File: src/rtl/fetch_pc_unit_if.sv
// Instruction-memory request/acknowledge bus between the fetch unit (master)
// and instruction memory (slave).
interface fetch_pc_unit_if;
    logic        imem_req;
    logic [63:0] imem_addr;
    logic        imem_ack;
    logic [31:0] imem_rdata;

    modport master (output imem_req, output imem_addr, input imem_ack, input imem_rdata);
    modport slave  (input imem_req, input imem_addr, output imem_ack, output imem_rdata);
endinterface

File: src/rtl/fetch_pc_unit.sv
// LEGv8 fetch/PC-update stage: fetches one instruction per PC over a req/ack bus and
// computes the next PC on retire. Optional fetch timeout enabled by FETCH_TIMEOUT_EN.
module fetch_pc_unit #(
    parameter logic [63:0] RESET_PC = 64'h0
`ifdef FETCH_TIMEOUT_EN
    , parameter int unsigned TIMEOUT_CYCLES = 16
`endif
) (
    input  logic               CLK,
    input  logic               Reset,
    fetch_pc_unit_if.master    imem,
    output logic [31:0]        Instruction,
    output logic [25:0]        Imm26,
    output logic               instr_valid,
    input  logic               retire,
    input  logic [63:0]        BusImm,
    input  logic               Branch,
    input  logic               Uncondbranch,
    input  logic               ALUZero,
    output logic [63:0]        PC,
    output logic               fetch_err
);

`ifdef FETCH_TIMEOUT_EN
    typedef enum logic [1:0] {S_REQ, S_WAIT, S_HOLD, S_ERR} state_t;
    localparam int unsigned CNT_W = $clog2(TIMEOUT_CYCLES + 1);
    logic [CNT_W-1:0] cnt_q, cnt_d;
    logic             err_q, err_d;
`else
    typedef enum logic [1:0] {S_REQ, S_WAIT, S_HOLD} state_t;
`endif

    state_t      state_q, state_d;
    logic [63:0] pc_q, pc_d;
    logic [31:0] instr_q, instr_d;
    logic        valid_q, valid_d;
    logic        taken_c;
    logic [63:0] next_pc_c;

    // Branch target is PC plus the word offset; upper immediate bits shift out
    assign taken_c   = Uncondbranch | (Branch & ALUZero);
    assign next_pc_c = pc_q + (taken_c ? (BusImm << 2) : 64'd4);

    always_ff @(posedge CLK or posedge Reset) begin
        if (Reset) begin
            state_q <= S_REQ;
            pc_q    <= RESET_PC;
            instr_q <= '0;
            valid_q <= 1'b0;
`ifdef FETCH_TIMEOUT_EN
            cnt_q   <= '0;
            err_q   <= 1'b0;
`endif
        end else begin
            state_q <= state_d;
            pc_q    <= pc_d;
            instr_q <= instr_d;
            valid_q <= valid_d;
`ifdef FETCH_TIMEOUT_EN
            cnt_q   <= cnt_d;
            err_q   <= err_d;
`endif
        end
    end

    always_comb begin
        state_d = state_q;
        pc_d    = pc_q;
        instr_d = instr_q;
        valid_d = valid_q;
`ifdef FETCH_TIMEOUT_EN
        cnt_d   = cnt_q;
        err_d   = err_q;
`endif
        case (state_q)
            S_REQ, S_WAIT: begin
                // An ack in the limit cycle still completes the fetch
                if (imem.imem_ack) begin
                    instr_d = imem.imem_rdata;
                    valid_d = 1'b1;
                    state_d = S_HOLD;
                end else begin
`ifdef FETCH_TIMEOUT_EN
                    if (cnt_q == CNT_W'(TIMEOUT_CYCLES - 1)) begin
                        state_d = S_ERR;
                        err_d   = 1'b1;
                        valid_d = 1'b0;
                    end else begin
                        cnt_d   = cnt_q + CNT_W'(1);
                        state_d = S_WAIT;
                    end
`else
                    state_d = S_WAIT;
`endif
                end
            end
            S_HOLD: begin
                if (retire) begin
                    pc_d    = next_pc_c;
                    valid_d = 1'b0;
                    state_d = S_REQ;
`ifdef FETCH_TIMEOUT_EN
                    cnt_d   = '0;
`endif
                end
            end
`ifdef FETCH_TIMEOUT_EN
            S_ERR: state_d = S_ERR;
`endif
            default: state_d = S_REQ;
        endcase
    end

    // Request drops combinationally with reset so a pending fetch is abandoned at once
    assign imem.imem_req  = ((state_q == S_REQ) || (state_q == S_WAIT)) && !Reset;
    assign imem.imem_addr = pc_q;
    assign Instruction    = instr_q;
    assign Imm26          = instr_q[25:0];
    assign instr_valid    = valid_q;
    assign PC             = pc_q;
`ifdef FETCH_TIMEOUT_EN
    assign fetch_err      = err_q;
`else
    assign fetch_err      = 1'b0;
`endif

endmodule

File: src/flat_wrapper.sv
// flat-port wrapper written by rule: the top's interface ports become plain ports
module fetch_pc_unit_flat 
#(
    parameter logic [63:0] RESET_PC = 64'h0

)
  (CLK, Reset, Instruction, Imm26, instr_valid, retire, BusImm, Branch, Uncondbranch, ALUZero, PC, fetch_err, imem_imem_req, imem_imem_addr, imem_imem_ack, imem_imem_rdata);
  fetch_pc_unit_if imem_i ();
  input  logic CLK;
  input  logic Reset;
  output logic [31:0] Instruction;
  output logic [25:0] Imm26;
  output logic instr_valid;
  input  logic retire;
  input  logic [63:0] BusImm;
  input  logic Branch;
  input  logic Uncondbranch;
  input  logic ALUZero;
  output logic [63:0] PC;
  output logic fetch_err;
  output wire logic [$bits(imem_i.imem_req)-1:0] imem_imem_req;
  output wire logic [$bits(imem_i.imem_addr)-1:0] imem_imem_addr;
  input wire logic [$bits(imem_i.imem_ack)-1:0] imem_imem_ack;
  input wire logic [$bits(imem_i.imem_rdata)-1:0] imem_imem_rdata;
  assign imem_imem_req = imem_i.imem_req;
  assign imem_imem_addr = imem_i.imem_addr;
  assign imem_i.imem_ack = imem_imem_ack;
  assign imem_i.imem_rdata = imem_imem_rdata;
  fetch_pc_unit #(.RESET_PC(RESET_PC)) u_core (.CLK(CLK), .Reset(Reset), .imem(imem_i), .Instruction(Instruction), .Imm26(Imm26), .instr_valid(instr_valid), .retire(retire), .BusImm(BusImm), .Branch(Branch), .Uncondbranch(Uncondbranch), .ALUZero(ALUZero), .PC(PC), .fetch_err(fetch_err));
endmodule
File: config.mk
export PLATFORM = sky130hd
export DESIGN_NAME = fetch_pc_unit_flat
export DESIGN_NICKNAME = d
export VERILOG_FILES = /design/src/rtl/fetch_pc_unit_if.sv /design/src/rtl/fetch_pc_unit.sv /design/src/flat_wrapper.sv
export SDC_FILE = /design/constraint.sdc
export NUM_CORES = 1
export LEC_CHECK = 0
export CORE_ASPECT_RATIO = 0.8
export CORE_UTILIZATION = 47
export CTS_BUF_LIST = sky130_fd_sc_hd__clkbuf_8
export DETAILED_ROUTE_END_ITERATION = 12
export PLACE_DENSITY = 0.84
export SYNTH_ARGS = -nofsm -noshare
export SYNTH_HDL_FRONTEND = slang
export SYNTH_SLANG_ARGS = --single-unit
File: constraint.sdc
create_clock -name CLK -period 3.6 [get_ports CLK]
set_input_delay 0.36 -clock CLK [delete_from_list [all_inputs] [get_ports CLK]]
set_output_delay 0.36 -clock CLK [all_outputs]
set_load 0.02 [all_outputs]
==> flow_summary.ini <==
[worst_setup_path]
crit_arrival_ns = 3.73
critical_path_required_ns = 3.89
cp-start-kind = primary input
endpoint_kind = flop
path_class = in -> reg
crit_fanout = 6

[finish]
area_growth_pct = 53.0
drive_gt1_share_pct = 22.8
final_nets = 1482
diodes = 0
utilization_pct = 74.3
finish.instance_area_sq_um = 12400

[placement]
gp_congestion = 0.917
dpl.hpwl_mm = 19.7
portBuffers = 284
dp_slack_ns = -0.749
place_area_sq_um = 11800

[synthesis]
synthArstFlopShare_pct = 100
syn_area_sq_um = 8090
avgSynthCellArea_sq_um = 8.47
synth_top_area_share_pct = 30.0
yosys.area.top_type = dfrtp_1
synth_commonest_cells = nand2_1 (104), dfrtp_1 (97), buf_4 (93), o21ai_0 (81), nor2b_1 (67)
synth_edf_count = 0
ys_ff_latch = 97
synth_top_flop_cell = dfrtp_1
synth.area.top_cells = dfrtp_1 (30%), ha_1 (9.4%), buf_4 (8.6%)
synth_cell_types = 63
yosysWarningCount = 0
seq_area_frac_synth_pct = 30.0
yosysMostFrequentCell = nand2_1
syn_inst = 955

[routing]
via_count = 8278
drcViolationCount = 0
routed_wl_mm = 25.4
postRouteAntennaNets = 0
dr.pass1.iters = 7
routed_via_density = 5.37
first_iter_violations = 466
avgRoutedWirePerCell_microns = 16.5

[power_and_ir_drop]
p_int_mw = 5.70
sequentialPowerShare_pct = 19.5
p_leak_nw = 5.59
comb_power_share_pct = 72.9
power.switching_mw = 4.85
peakVddDrop_uv = 517
sw_frac_of_total_pct = 46.0
pwr-share-clk_pct = 7.7
p_per_area_nw_per_um2 = 853

[grt]
grt_pass1_vias = 8038
grt_first_pass_wirelength_mm = 40.0
antenna_found_initial = 0
grtUsageTotal_pct = 28.3
grt_max_degree = 102
grt_overflow = 0

[timing]
setup_viol = 0
whs_ns = 0.494
worst_slack_ns = 0.160
relSlewSlack_pct = 41.5
period_needed_ns = 3.44
hold_viol_final = 0
skew_ns = 0.0148
setup_tns_ns = 0
rsz0062_at_grt = false
tightest_slew_ns = 0.878
slew_violations = 0
fmax_mhz = 291
finalCritPeriodShare_pct = 95.6

[floorplanning]
rows = 42
die_w_microns = 149
coreArea_sq_um = 16700
die-height_microns = 119
die_area_sq_um = 17700
initial_core_util_pct = 48.5
ios = 292

[clock_network]
tritoncts = yes
root_buffer = clkbuf_8
hold_buffers = 0
clk_path_buf_depth = 2
path_clk_slew_ns = 0.11
clk_latency_ns = 0.40
htreeDepth = 3
cts.sinks = 97
cts_made_buffers = 9

[hold_path]
worstHoldPathType = in -> reg

[status]
status = finished, final reports clean

[flow_run]
cap_violations = 0
-- layout make-up --
type                       instances  area, sq um
sequential                        97         2430
tap                              220          275
clock inverter                     7          100
clock buffer                       9          124
multi-input combinational        703         5000
timing repair buffer             483         4360
fill                            1174         4290
inverter                          23         88.8
-- metrics by stage --
stage          std cells  power [mW]
5_1_grt             1542        11.2
6_report            1542        10.6
4_1_cts             1542        10.3
3_5_place_dp        1518        9.37
2_1_floorplan        959        6.25
3_3_place_gp        1518        9.21
-- final timing paths --
kind                               startpoint                endpoint  slack (ns)  cells past startpoint
hold / removal                  imem_imem_ack       u_core.state_q[0]        0.49                      2
setup / recovery                       Branch           u_core.PC[58]        0.16                     17
max in group asynchronous               Reset  u_core.Instruction[27]        2.32                      3
hold reg to reg            u_core.instr_valid      u_core.instr_valid        0.50                      1
min in group asynchronous               Reset      u_core.instr_valid        0.51                      2
setup reg to reg                u_core.PC[34]           u_core.PC[58]        0.28                     12
-- layer usage --
layer  part of all wire [%]  global-route usage [%]  vias to the layer above
met5                      0                       0                        -
met3                    7.8                    5.25                       39
met4                    1.6                    7.28                        0
met2                     48                    47.8                      372
li1                       -                       -                     4000
met1                     43                    37.1                     3867
-- worst max-delay path: stages --
cell	delay [ns]
clkbuf_2	0.11
a21oi_4	0.16
buf_12	0.14
buf_8	0.12
nor2b_1	0.05
ha_1	0.36
nand2_1	0.09
or4_4	0.55
or3_4	0.43
nor4_4	0.22
o211ai_1	0.12
nand2_1	0.12
o21ai_2	0.09
a21oi_2	0.23
nor2_4	0.07
o2111ai_2	0.15
or3b_1	0.36
-- logic make-up (layout without fill, tap and decap cells) --
logic type,after synthesis,after routing,synth area share (%)
AND/OR/NAND/NOR,288,288,17.9
other,1,5,0.0464
AO/OA/AOI/OAI,261,261,20.2
multiplexers,32,32,4.46
adder cells (fa/ha/maj),62,62,9.69
buffers and inverters,159,522,11.7
flip-flops,97,97,30.0
XOR/XNOR,55,55,5.96
-- power groups by stage --
stage                     Sequential, mW  Combinational, mW  Clock, mW
after global placement              2.04               7.17          0
final                               2.05               7.69      0.809
after floorplan                     2.46               3.79          0
after detailed placement            2.07               7.30          0
after CTS                           2.06               7.42      0.829
after global routing                2.13               8.23      0.861
-- placed cells by master, fill, tap and decap left out, types with 4 or more instances in the layout --
cell,n
clkbuf_8,9
xor2_1,27
nor3_1,11
a21oi_2,6
o21ai_1,16
o21ai_0,74
mux2_2,32
dfrtp_1,97
clkdlybuf4s50_1,281
a211oi_2,4
a211oi_1,7
nand4_1,15
o21a_1,4
nand2b_1,8
conb_1,5
o21bai_1,9
a21o_1,33
inv_1,21
buf_4,195
nor2b_1,65
nor2_1,29
xnor2_1,28
or3_1,7
nand3_1,14
a21oi_1,60
nand2_1,103
ha_1,59
a31oi_1,5
-- state kept, by name, summed over array words and instances (netlist names) --
| signal | flops |
|---|---|
| u_core.PC | 62 |
| u_core.instr_valid | 1 |
| u_core.state_q | 2 |
| u_core.Instruction | 32 |
-- repair_timing --
item / CTS / global route
hold endpoints to repair: 0 / 0
setup buffers: 7 / 2
endpoints found under the setup margin: 33 / 32
pin swaps: 11 / 34
gates resized for setup: 16 / 56
cloned: 1 / 0
(Power assumes the default switching activity.)
